File: config.mk
export PLATFORM = sky130hd
export DESIGN_NAME = ibex_rvfi_retire_buffer_flat
export DESIGN_NICKNAME = d
export VERILOG_FILES = /design/src/rtl/ibex_rvfi_retire_buffer_if.sv /design/src/rtl/ibex_rvfi_retire_buffer.sv /design/src/flat_wrapper.sv
export SDC_FILE = /design/constraint.sdc
export NUM_CORES = 2
export LEC_CHECK = 0
export ABC_AREA = 1
export BUFFER_PORTS_ARGS = -buffer_cell sky130_fd_sc_hd__buf_2
export CORE_MARGIN = 2
export CORE_UTILIZATION = 27
export CTS_CLUSTER_SIZE = 8
export DETAILED_ROUTE_END_ITERATION = 10
export GPL_TIMING_DRIVEN = 1
export PLACE_DENSITY = 0.44
export SLEW_MARGIN = 30
export SYNTH_ARGS = -nofsm -noshare
export SYNTH_HDL_FRONTEND = slang
export SYNTH_SLANG_ARGS = --single-unit
File: constraint.sdc
create_clock -name clk_i -period 15.6 [get_ports clk_i]
set_input_delay 0.78 -clock clk_i [delete_from_list [all_inputs] [get_ports clk_i]]
set_output_delay 0.78 -clock clk_i [all_outputs]
set_load 0.005 [all_outputs]
File: src/rtl/ibex_rvfi_retire_buffer_if.sv
// Retire-side, late-writeback and RVFI beat signals of the retire buffer.
// The master drives retirements and writebacks; the slave emits RVFI beats.
interface ibex_rvfi_retire_buffer_if #(
    parameter int ORDER_W = 64
);
    logic               ret_valid_i;
    logic [31:0]        ret_pc_i;
    logic [31:0]        ret_pc_next_i;
    logic [31:0]        ret_insn_i;
    logic               ret_trap_i;
    logic               ret_intr_i;
    logic [4:0]         ret_rs1_addr_i;
    logic [4:0]         ret_rs2_addr_i;
    logic [31:0]        ret_rs1_rdata_i;
    logic [31:0]        ret_rs2_rdata_i;
    logic [4:0]         ret_rd_addr_i;
    logic [31:0]        ret_rd_wdata_i;
    logic [31:0]        ret_mem_addr_i;
    logic [31:0]        ret_mem_wdata_i;
    logic [3:0]         ret_mem_rmask_i;
    logic [3:0]         ret_mem_wmask_i;
    logic               ret_wb_pending_i;
    logic               wb_valid_i;
    logic [31:0]        wb_mem_rdata_i;
    logic [31:0]        wb_rd_wdata_i;
    logic               rvfi_valid;
    logic [ORDER_W-1:0] rvfi_order;
    logic [31:0]        rvfi_insn;
    logic               rvfi_trap;
    logic               rvfi_intr;
    logic [4:0]         rvfi_rs1_addr;
    logic [4:0]         rvfi_rs2_addr;
    logic [31:0]        rvfi_rs1_rdata;
    logic [31:0]        rvfi_rs2_rdata;
    logic [4:0]         rvfi_rd_addr;
    logic [31:0]        rvfi_rd_wdata;
    logic [31:0]        rvfi_pc_rdata;
    logic [31:0]        rvfi_pc_wdata;
    logic [31:0]        rvfi_mem_addr;
    logic [3:0]         rvfi_mem_rmask;
    logic [3:0]         rvfi_mem_wmask;
    logic [31:0]        rvfi_mem_rdata;
    logic [31:0]        rvfi_mem_wdata;

    modport master (
        output ret_valid_i, ret_pc_i, ret_pc_next_i, ret_insn_i,
        output ret_trap_i, ret_intr_i,
        output ret_rs1_addr_i, ret_rs2_addr_i,
        output ret_rs1_rdata_i, ret_rs2_rdata_i,
        output ret_rd_addr_i, ret_rd_wdata_i,
        output ret_mem_addr_i, ret_mem_wdata_i,
        output ret_mem_rmask_i, ret_mem_wmask_i, ret_wb_pending_i,
        output wb_valid_i, wb_mem_rdata_i, wb_rd_wdata_i,
        input  rvfi_valid, rvfi_order, rvfi_insn, rvfi_trap, rvfi_intr,
        input  rvfi_rs1_addr, rvfi_rs2_addr,
        input  rvfi_rs1_rdata, rvfi_rs2_rdata,
        input  rvfi_rd_addr, rvfi_rd_wdata,
        input  rvfi_pc_rdata, rvfi_pc_wdata,
        input  rvfi_mem_addr, rvfi_mem_rmask, rvfi_mem_wmask,
        input  rvfi_mem_rdata, rvfi_mem_wdata
    );

    modport slave (
        input  ret_valid_i, ret_pc_i, ret_pc_next_i, ret_insn_i,
        input  ret_trap_i, ret_intr_i,
        input  ret_rs1_addr_i, ret_rs2_addr_i,
        input  ret_rs1_rdata_i, ret_rs2_rdata_i,
        input  ret_rd_addr_i, ret_rd_wdata_i,
        input  ret_mem_addr_i, ret_mem_wdata_i,
        input  ret_mem_rmask_i, ret_mem_wmask_i, ret_wb_pending_i,
        input  wb_valid_i, wb_mem_rdata_i, wb_rd_wdata_i,
        output rvfi_valid, rvfi_order, rvfi_insn, rvfi_trap, rvfi_intr,
        output rvfi_rs1_addr, rvfi_rs2_addr,
        output rvfi_rs1_rdata, rvfi_rs2_rdata,
        output rvfi_rd_addr, rvfi_rd_wdata,
        output rvfi_pc_rdata, rvfi_pc_wdata,
        output rvfi_mem_addr, rvfi_mem_rmask, rvfi_mem_wmask,
        output rvfi_mem_rdata, rvfi_mem_wdata
    );
endinterface

File: src/rtl/ibex_rvfi_retire_buffer.sv
// In-order retire buffer feeding RVFI: holds loads until their late
// writeback lands and emits one registered beat per cycle in program order.
module ibex_rvfi_retire_buffer #(
    parameter int DEPTH   = 4,
    parameter int ORDER_W = 64
) (
    input  logic                       clk_i,
    input  logic                       rst_i,
    ibex_rvfi_retire_buffer_if.slave   bus,
    output logic                       overflow_o,
    output logic                       wb_err_o,
    output logic                       empty_o
);
    localparam int PW = $clog2(DEPTH);
    localparam int CW = PW + 1;

    typedef struct packed {
        logic [31:0] pc;
        logic [31:0] pc_next;
        logic [31:0] insn;
        logic        trap;
        logic        intr;
        logic [4:0]  rs1_addr;
        logic [4:0]  rs2_addr;
        logic [31:0] rs1_rdata;
        logic [31:0] rs2_rdata;
        logic [4:0]  rd_addr;
        logic [31:0] rd_wdata;
        logic [31:0] mem_addr;
        logic [31:0] mem_rdata;
        logic [31:0] mem_wdata;
        logic [3:0]  mem_rmask;
        logic [3:0]  mem_wmask;
    } rec_t;

    rec_t               mem_q [DEPTH];
    rec_t               out_q;
    rec_t               ret_rec;
    logic [DEPTH-1:0]   pend_q, pend_d;
    logic [PW-1:0]      wr_q, rd_q;
    logic [CW-1:0]      cnt_q, cnt_d;
    logic [ORDER_W-1:0] ord_q, ord_out_q;
    logic               vld_q, ovf_q, werr_q;
    logic               full, enq, deq;
    logic               wb_hit, wb_take;
    logic [PW-1:0]      wb_idx;

    assign full    = (cnt_q == CW'(DEPTH));
    assign enq     = bus.ret_valid_i && !full;
    assign deq     = (cnt_q != '0) && !pend_q[rd_q];
    assign wb_take = bus.wb_valid_i && wb_hit;

    // Oldest held record still waiting for writeback, walking from the head.
    always_comb begin
        wb_hit = 1'b0;
        wb_idx = '0;
        for (int i = 0; i < DEPTH; i++) begin
            if (!wb_hit && (CW'(i) < cnt_q) && pend_q[rd_q + PW'(i)]) begin
                wb_hit = 1'b1;
                wb_idx = rd_q + PW'(i);
            end
        end
    end

    always_comb begin
        pend_d = pend_q;
        if (wb_take) pend_d[wb_idx] = 1'b0;
        if (enq)     pend_d[wr_q]   = bus.ret_wb_pending_i;
        cnt_d = cnt_q + CW'(enq) - CW'(deq);
    end

    always_comb begin
        ret_rec           = '0;
        ret_rec.pc        = bus.ret_pc_i;
        ret_rec.pc_next   = bus.ret_pc_next_i;
        ret_rec.insn      = bus.ret_insn_i;
        ret_rec.trap      = bus.ret_trap_i;
        ret_rec.intr      = bus.ret_intr_i;
        ret_rec.rs1_addr  = bus.ret_rs1_addr_i;
        ret_rec.rs2_addr  = bus.ret_rs2_addr_i;
        ret_rec.rs1_rdata = bus.ret_rs1_rdata_i;
        ret_rec.rs2_rdata = bus.ret_rs2_rdata_i;
        ret_rec.rd_addr   = bus.ret_rd_addr_i;
        ret_rec.rd_wdata  = bus.ret_rd_wdata_i;
        ret_rec.mem_addr  = bus.ret_mem_addr_i;
        ret_rec.mem_wdata = bus.ret_mem_wdata_i;
        ret_rec.mem_rmask = bus.ret_mem_rmask_i;
        ret_rec.mem_wmask = bus.ret_mem_wmask_i;
    end

    // Payload storage needs no reset; validity lives in cnt_q/pend_q.
    always_ff @(posedge clk_i) begin
        if (enq) mem_q[wr_q] <= ret_rec;
        if (wb_take) begin
            mem_q[wb_idx].mem_rdata <= bus.wb_mem_rdata_i;
            mem_q[wb_idx].rd_wdata  <= bus.wb_rd_wdata_i;
        end
    end

    always_ff @(posedge clk_i or posedge rst_i) begin
        if (rst_i) begin
            wr_q      <= '0;
            rd_q      <= '0;
            cnt_q     <= '0;
            pend_q    <= '0;
            ord_q     <= '0;
            ord_out_q <= '0;
            out_q     <= '0;
            vld_q     <= 1'b0;
            ovf_q     <= 1'b0;
            werr_q    <= 1'b0;
        end else begin
            pend_q <= pend_d;
            cnt_q  <= cnt_d;
            vld_q  <= deq;
            if (enq) wr_q <= wr_q + PW'(1);
            if (bus.ret_valid_i && full) ovf_q <= 1'b1;
            if (bus.wb_valid_i && !wb_hit) werr_q <= 1'b1;
            if (deq) begin
                rd_q      <= rd_q + PW'(1);
                out_q     <= mem_q[rd_q];
                ord_out_q <= ord_q;
                ord_q     <= ord_q + ORDER_W'(1);
            end
        end
    end

    assign overflow_o = ovf_q;
    assign wb_err_o   = werr_q;
    assign empty_o    = (cnt_q == '0);

    assign bus.rvfi_valid     = vld_q;
    assign bus.rvfi_order     = ord_out_q;
    assign bus.rvfi_insn      = out_q.insn;
    assign bus.rvfi_trap      = out_q.trap;
    assign bus.rvfi_intr      = out_q.intr;
    assign bus.rvfi_rs1_addr  = out_q.rs1_addr;
    assign bus.rvfi_rs2_addr  = out_q.rs2_addr;
    assign bus.rvfi_rs1_rdata = out_q.rs1_rdata;
    assign bus.rvfi_rs2_rdata = out_q.rs2_rdata;
    assign bus.rvfi_rd_addr   = out_q.rd_addr;
    assign bus.rvfi_rd_wdata  = out_q.rd_wdata;
    assign bus.rvfi_pc_rdata  = out_q.pc;
    assign bus.rvfi_pc_wdata  = out_q.pc_next;
    assign bus.rvfi_mem_addr  = out_q.mem_addr;
    assign bus.rvfi_mem_rmask = out_q.mem_rmask;
    assign bus.rvfi_mem_wmask = out_q.mem_wmask;
    assign bus.rvfi_mem_rdata = out_q.mem_rdata;
    assign bus.rvfi_mem_wdata = out_q.mem_wdata;
endmodule

File: src/flat_wrapper.sv
// flat-port wrapper written by rule: the top's interface ports become plain ports
module ibex_rvfi_retire_buffer_flat 
#(
    parameter int DEPTH   = 4,
    parameter int ORDER_W = 64
)
  (clk_i, rst_i, overflow_o, wb_err_o, empty_o, bus_ret_valid_i, bus_ret_pc_i, bus_ret_pc_next_i, bus_ret_insn_i, bus_ret_trap_i, bus_ret_intr_i, bus_ret_rs1_addr_i, bus_ret_rs2_addr_i, bus_ret_rs1_rdata_i, bus_ret_rs2_rdata_i, bus_ret_rd_addr_i, bus_ret_rd_wdata_i, bus_ret_mem_addr_i, bus_ret_mem_wdata_i, bus_ret_mem_rmask_i, bus_ret_mem_wmask_i, bus_ret_wb_pending_i, bus_wb_valid_i, bus_wb_mem_rdata_i, bus_wb_rd_wdata_i, bus_rvfi_valid, bus_rvfi_order, bus_rvfi_insn, bus_rvfi_trap, bus_rvfi_intr, bus_rvfi_rs1_addr, bus_rvfi_rs2_addr, bus_rvfi_rs1_rdata, bus_rvfi_rs2_rdata, bus_rvfi_rd_addr, bus_rvfi_rd_wdata, bus_rvfi_pc_rdata, bus_rvfi_pc_wdata, bus_rvfi_mem_addr, bus_rvfi_mem_rmask, bus_rvfi_mem_wmask, bus_rvfi_mem_rdata, bus_rvfi_mem_wdata);
  ibex_rvfi_retire_buffer_if #(.ORDER_W(ORDER_W)) bus_i ();
  input  logic clk_i;
  input  logic rst_i;
  output logic overflow_o;
  output logic wb_err_o;
  output logic empty_o;
  input wire logic [$bits(bus_i.ret_valid_i)-1:0] bus_ret_valid_i;
  input wire logic [$bits(bus_i.ret_pc_i)-1:0] bus_ret_pc_i;
  input wire logic [$bits(bus_i.ret_pc_next_i)-1:0] bus_ret_pc_next_i;
  input wire logic [$bits(bus_i.ret_insn_i)-1:0] bus_ret_insn_i;
  input wire logic [$bits(bus_i.ret_trap_i)-1:0] bus_ret_trap_i;
  input wire logic [$bits(bus_i.ret_intr_i)-1:0] bus_ret_intr_i;
  input wire logic [$bits(bus_i.ret_rs1_addr_i)-1:0] bus_ret_rs1_addr_i;
  input wire logic [$bits(bus_i.ret_rs2_addr_i)-1:0] bus_ret_rs2_addr_i;
  input wire logic [$bits(bus_i.ret_rs1_rdata_i)-1:0] bus_ret_rs1_rdata_i;
  input wire logic [$bits(bus_i.ret_rs2_rdata_i)-1:0] bus_ret_rs2_rdata_i;
  input wire logic [$bits(bus_i.ret_rd_addr_i)-1:0] bus_ret_rd_addr_i;
  input wire logic [$bits(bus_i.ret_rd_wdata_i)-1:0] bus_ret_rd_wdata_i;
  input wire logic [$bits(bus_i.ret_mem_addr_i)-1:0] bus_ret_mem_addr_i;
  input wire logic [$bits(bus_i.ret_mem_wdata_i)-1:0] bus_ret_mem_wdata_i;
  input wire logic [$bits(bus_i.ret_mem_rmask_i)-1:0] bus_ret_mem_rmask_i;
  input wire logic [$bits(bus_i.ret_mem_wmask_i)-1:0] bus_ret_mem_wmask_i;
  input wire logic [$bits(bus_i.ret_wb_pending_i)-1:0] bus_ret_wb_pending_i;
  input wire logic [$bits(bus_i.wb_valid_i)-1:0] bus_wb_valid_i;
  input wire logic [$bits(bus_i.wb_mem_rdata_i)-1:0] bus_wb_mem_rdata_i;
  input wire logic [$bits(bus_i.wb_rd_wdata_i)-1:0] bus_wb_rd_wdata_i;
  output wire logic [$bits(bus_i.rvfi_valid)-1:0] bus_rvfi_valid;
  output wire logic [$bits(bus_i.rvfi_order)-1:0] bus_rvfi_order;
  output wire logic [$bits(bus_i.rvfi_insn)-1:0] bus_rvfi_insn;
  output wire logic [$bits(bus_i.rvfi_trap)-1:0] bus_rvfi_trap;
  output wire logic [$bits(bus_i.rvfi_intr)-1:0] bus_rvfi_intr;
  output wire logic [$bits(bus_i.rvfi_rs1_addr)-1:0] bus_rvfi_rs1_addr;
  output wire logic [$bits(bus_i.rvfi_rs2_addr)-1:0] bus_rvfi_rs2_addr;
  output wire logic [$bits(bus_i.rvfi_rs1_rdata)-1:0] bus_rvfi_rs1_rdata;
  output wire logic [$bits(bus_i.rvfi_rs2_rdata)-1:0] bus_rvfi_rs2_rdata;
  output wire logic [$bits(bus_i.rvfi_rd_addr)-1:0] bus_rvfi_rd_addr;
  output wire logic [$bits(bus_i.rvfi_rd_wdata)-1:0] bus_rvfi_rd_wdata;
  output wire logic [$bits(bus_i.rvfi_pc_rdata)-1:0] bus_rvfi_pc_rdata;
  output wire logic [$bits(bus_i.rvfi_pc_wdata)-1:0] bus_rvfi_pc_wdata;
  output wire logic [$bits(bus_i.rvfi_mem_addr)-1:0] bus_rvfi_mem_addr;
  output wire logic [$bits(bus_i.rvfi_mem_rmask)-1:0] bus_rvfi_mem_rmask;
  output wire logic [$bits(bus_i.rvfi_mem_wmask)-1:0] bus_rvfi_mem_wmask;
  output wire logic [$bits(bus_i.rvfi_mem_rdata)-1:0] bus_rvfi_mem_rdata;
  output wire logic [$bits(bus_i.rvfi_mem_wdata)-1:0] bus_rvfi_mem_wdata;
  assign bus_i.ret_valid_i = bus_ret_valid_i;
  assign bus_i.ret_pc_i = bus_ret_pc_i;
  assign bus_i.ret_pc_next_i = bus_ret_pc_next_i;
  assign bus_i.ret_insn_i = bus_ret_insn_i;
  assign bus_i.ret_trap_i = bus_ret_trap_i;
  assign bus_i.ret_intr_i = bus_ret_intr_i;
  assign bus_i.ret_rs1_addr_i = bus_ret_rs1_addr_i;
  assign bus_i.ret_rs2_addr_i = bus_ret_rs2_addr_i;
  assign bus_i.ret_rs1_rdata_i = bus_ret_rs1_rdata_i;
  assign bus_i.ret_rs2_rdata_i = bus_ret_rs2_rdata_i;
  assign bus_i.ret_rd_addr_i = bus_ret_rd_addr_i;
  assign bus_i.ret_rd_wdata_i = bus_ret_rd_wdata_i;
  assign bus_i.ret_mem_addr_i = bus_ret_mem_addr_i;
  assign bus_i.ret_mem_wdata_i = bus_ret_mem_wdata_i;
  assign bus_i.ret_mem_rmask_i = bus_ret_mem_rmask_i;
  assign bus_i.ret_mem_wmask_i = bus_ret_mem_wmask_i;
  assign bus_i.ret_wb_pending_i = bus_ret_wb_pending_i;
  assign bus_i.wb_valid_i = bus_wb_valid_i;
  assign bus_i.wb_mem_rdata_i = bus_wb_mem_rdata_i;
  assign bus_i.wb_rd_wdata_i = bus_wb_rd_wdata_i;
  assign bus_rvfi_valid = bus_i.rvfi_valid;
  assign bus_rvfi_order = bus_i.rvfi_order;
  assign bus_rvfi_insn = bus_i.rvfi_insn;
  assign bus_rvfi_trap = bus_i.rvfi_trap;
  assign bus_rvfi_intr = bus_i.rvfi_intr;
  assign bus_rvfi_rs1_addr = bus_i.rvfi_rs1_addr;
  assign bus_rvfi_rs2_addr = bus_i.rvfi_rs2_addr;
  assign bus_rvfi_rs1_rdata = bus_i.rvfi_rs1_rdata;
  assign bus_rvfi_rs2_rdata = bus_i.rvfi_rs2_rdata;
  assign bus_rvfi_rd_addr = bus_i.rvfi_rd_addr;
  assign bus_rvfi_rd_wdata = bus_i.rvfi_rd_wdata;
  assign bus_rvfi_pc_rdata = bus_i.rvfi_pc_rdata;
  assign bus_rvfi_pc_wdata = bus_i.rvfi_pc_wdata;
  assign bus_rvfi_mem_addr = bus_i.rvfi_mem_addr;
  assign bus_rvfi_mem_rmask = bus_i.rvfi_mem_rmask;
  assign bus_rvfi_mem_wmask = bus_i.rvfi_mem_wmask;
  assign bus_rvfi_mem_rdata = bus_i.rvfi_mem_rdata;
  assign bus_rvfi_mem_wdata = bus_i.rvfi_mem_wdata;
  ibex_rvfi_retire_buffer #(.DEPTH(DEPTH), .ORDER_W(ORDER_W)) u_core (.clk_i(clk_i), .rst_i(rst_i), .bus(bus_i), .overflow_o(overflow_o), .wb_err_o(wb_err_o), .empty_o(empty_o));
endmodule
==> run metrics <==
CP required 16.08 ns; fillers 24500; Critical path buffers and inverters 7; starting density of the core 27.1%; synthesized area per cell 13.0 um2; Placement Rows 182; DP Area 0.0733 mm2; Setup CP Type reg2reg; CP Cell Sequence clkinv_8 -> buf_16 -> buf_12 -> buf_16 -> nand2_2 -> nand2_2 -> nand2_1 -> nand2_1 -> nor2_2 -> nor2_2 -> nor2_4 -> buf_4 -> buf_4 -> nand3_4 -> nand2_4 -> buf_4; register area 0.0490 mm2; CP top delay family buffers and inverters; main area contributors after synthesis edfxtp_1 57%, dfrtp_1 17%, nand3_1 5.5%; Hold Path Origin bus_ret_mem_addr_i[10]; post-route design area 0.0805 mm2; DRT antenna net count 0; Worst Setup End Kind flip-flop; largest net degree at the start of global routing 191; sequential share of the synthesized area 73.7%; crit path DAT 7.06 ns; Die Span X 500 um; share of layout cells above drive strength 1 18.5%; Hold/Removal Path Class in2reg; fin crit share 42.2%; Hold Buf Count CTS 1; Synth top cells by count 1252 x edfxtp_1, 735 x nand3_1, 643 x nor2_1, 530 x nand2_1, 455 x dfrtp_1; DRC 0; Lkg Pwr 0.0296 uW; Post-synth EDFFs 1252; core outline area 0.245 mm2; Avg WL per Cell 24.2 um; Crit Path Max Fanout 95; hold depth 1; Gates resized, CTS repair 0; RSZ-0062 raised after global routing false; Max Fclk 0.152 GHz; outcome completed; multi-input logic area 0.0152 mm2; critical path launch point type flip-flop; Final HPWL DP 130000 um; area leader, netlist edfxtp_1; FF-to-FF path depth 16; IO Port Bufs 730; post-layout min period 6.58 ns; most frequent CP cell buf_4; Gate Count Post-Synth 5098; relative slew slack 33.4%; Cell Pwr Density 226 mW/mm2; I/O Pins 731; synth warn 0; clock transition at the registers of the reported paths 0.06 ns; Syn Nets 5458; cts bufs inserted 234; TritonRoute pass-1 iters 6; first-pass GRT wire length 322000 um; FFs w/ async S/R, synth 26.7%; Fin. Hold Viols 0; GRT overflow 0; synthesized area 0.0665 mm2; Worst-Skew Late Latency 0.89 ns; fin worst setup slack 9.02 ns; root buf cell clkbuf_16; Distinct cells, synth 34; Max clock buf depth 3; initial antenna violation count 106; # nets final 6126; Slew Viols, Final 0; Final setup viols 0; most frequent cell after synthesis edfxtp_1; FF-to-FF Start u_core.rd_q[0]; pre-CTS WS 8.63 ns; CTS Sinks 1707; WHS Endpoint u_core.mem_q[1][82]; clock skew 0.0640 ns; #FFs+latches synth 1707; reg-to-reg critical path endpoint u_core.mem_q[3][51]; Worst Tran Pin Value 0.999 ns; Synth top area share 56.5%; via count 44600; maxcap violations 0; Via-to-Cell Ratio 4.85; initial DRC count 3518; predominant post-synthesis flop cell edfxtp_1; vias in the first global route 44800; routability cong. 0.795; GRT Resource Usage Total 17.3%; setup slack, reg-to-reg 9.02 ns; P&R area growth vs syn 21.0%; CP peak stage delay 0.89 ns; setup TNS 0 ns; VDD IR max 0.000246 V; Routed WL 223000 um; die area 0.250 mm2; CTS tree yes; CTS H-Tree Depth 4; Post-CTS Setup Repair Bufs 0; DIE HEIGHT 500 um; crit path max-delay cell type dfrtp_4; Post-Route Utilization 32.8%
-- logic make-up after synthesis --
group	Yosys count	share of synthesized area, %
flip-flops	1707	73.7
XOR/XNOR	61	0.803
adder cells (fa/ha/maj)	10	0.199
AND/OR/NAND/NOR	2059	13.5
buffers and inverters	565	3.60
AO/OA/AOI/OAI	696	8.20
-- per-layer routing --
layer / vias up / GRT usage [%] / part of all wire [%]
met3: 433 / 4.94 / 7.2
met4: 62 / 6.19 / 3.1
met1: 22500 / 22.2 / 42
met5: - / 0 / 0.19
met2: 1382 / 27.9 / 47
li1: 20300 / - / -
-- registers in the layout, indices dropped and copies added (netlist names), 2 cells and up --
register	cells
u_core.bus.rvfi_insn	32
u_core.bus.rvfi_mem_addr	32
u_core.bus.rvfi_mem_rdata	32
u_core.bus.rvfi_mem_rmask	4
u_core.bus.rvfi_mem_wdata	32
u_core.bus.rvfi_mem_wmask	4
u_core.bus.rvfi_order	64
u_core.bus.rvfi_pc_rdata	32
u_core.bus.rvfi_pc_wdata	32
u_core.bus.rvfi_rd_addr	5
u_core.bus.rvfi_rd_wdata	32
u_core.bus.rvfi_rs1_addr	5
u_core.bus.rvfi_rs1_rdata	32
u_core.bus.rvfi_rs2_addr	5
u_core.bus.rvfi_rs2_rdata	32
u_core.cnt_q	3
u_core.mem_q	1252
u_core.ord_q	64
u_core.pend_q	4
u_core.rd_q	2
u_core.wr_q	2
-- layout by cell type (no fill, tap or decap), types with 33 or more instances in the layout --
cell type and n:
edfxtp_1 1252, nand3_1 735, buf_2 730, nor2_1 643, nand2_1 521, dfrtp_1 453
a22oi_1 313, a41oi_1 313, clkbuf_16 236, inv_1 181, clkbuf_1 168, nand4_1 84
o21ai_0 64, xor2_1 60, buf_4 55, nor3_1 41, diode_2 33
-- report_power, final --
group	internal [uW]	switching (uW)	leakage, uW
sequential	6540	548	0.0172
combinational	1680	4610	0.00912
clock	2850	1990	0.00329
total	11100	7150	0.0296
-- metrics by stage --
step	instances	total power (uW)	hold slack [ns]
3_5_place_dp	8746	13600	0.461
5_1_grt	9199	19300	0.0509
6_report	9209	18200	0.107
3_3_place_gp	8743	13500	0.454
4_1_cts	9173	18500	0.00800
2_1_floorplan	5098	11000	0.442
-- final cells by class --
class                           count  area share (%)
Inverter                          194           0.995
Timing Repair Buffer              803            5.50
Sequential cell                  1707            60.9
Clock inverter                     18           0.476
Tap cell                         3220            5.00
Clock buffer                      408            8.19
Multi-Input combinational cell   2826            18.9
Antenna cell                       33           0.103
-- worst max path at each step --
stage / start / to / depth (start not counted)
CTS: u_core.rd_q[0] / u_core.mem_q[3][54] / 15
global route: u_core.rd_q[0] / u_core.bus.rvfi_rd_wdata[9] / 13
global placement: u_core.rd_q[0] / u_core.mem_q[2][53] / 14
detailed placement: u_core.rd_q[0] / u_core.mem_q[3][53] / 15
finish: u_core.rd_q[0] / u_core.mem_q[3][51] / 16
floorplan: rst_i / u_core.bus.rvfi_insn[0] / 1
Power figures use the tool's default switching activity.
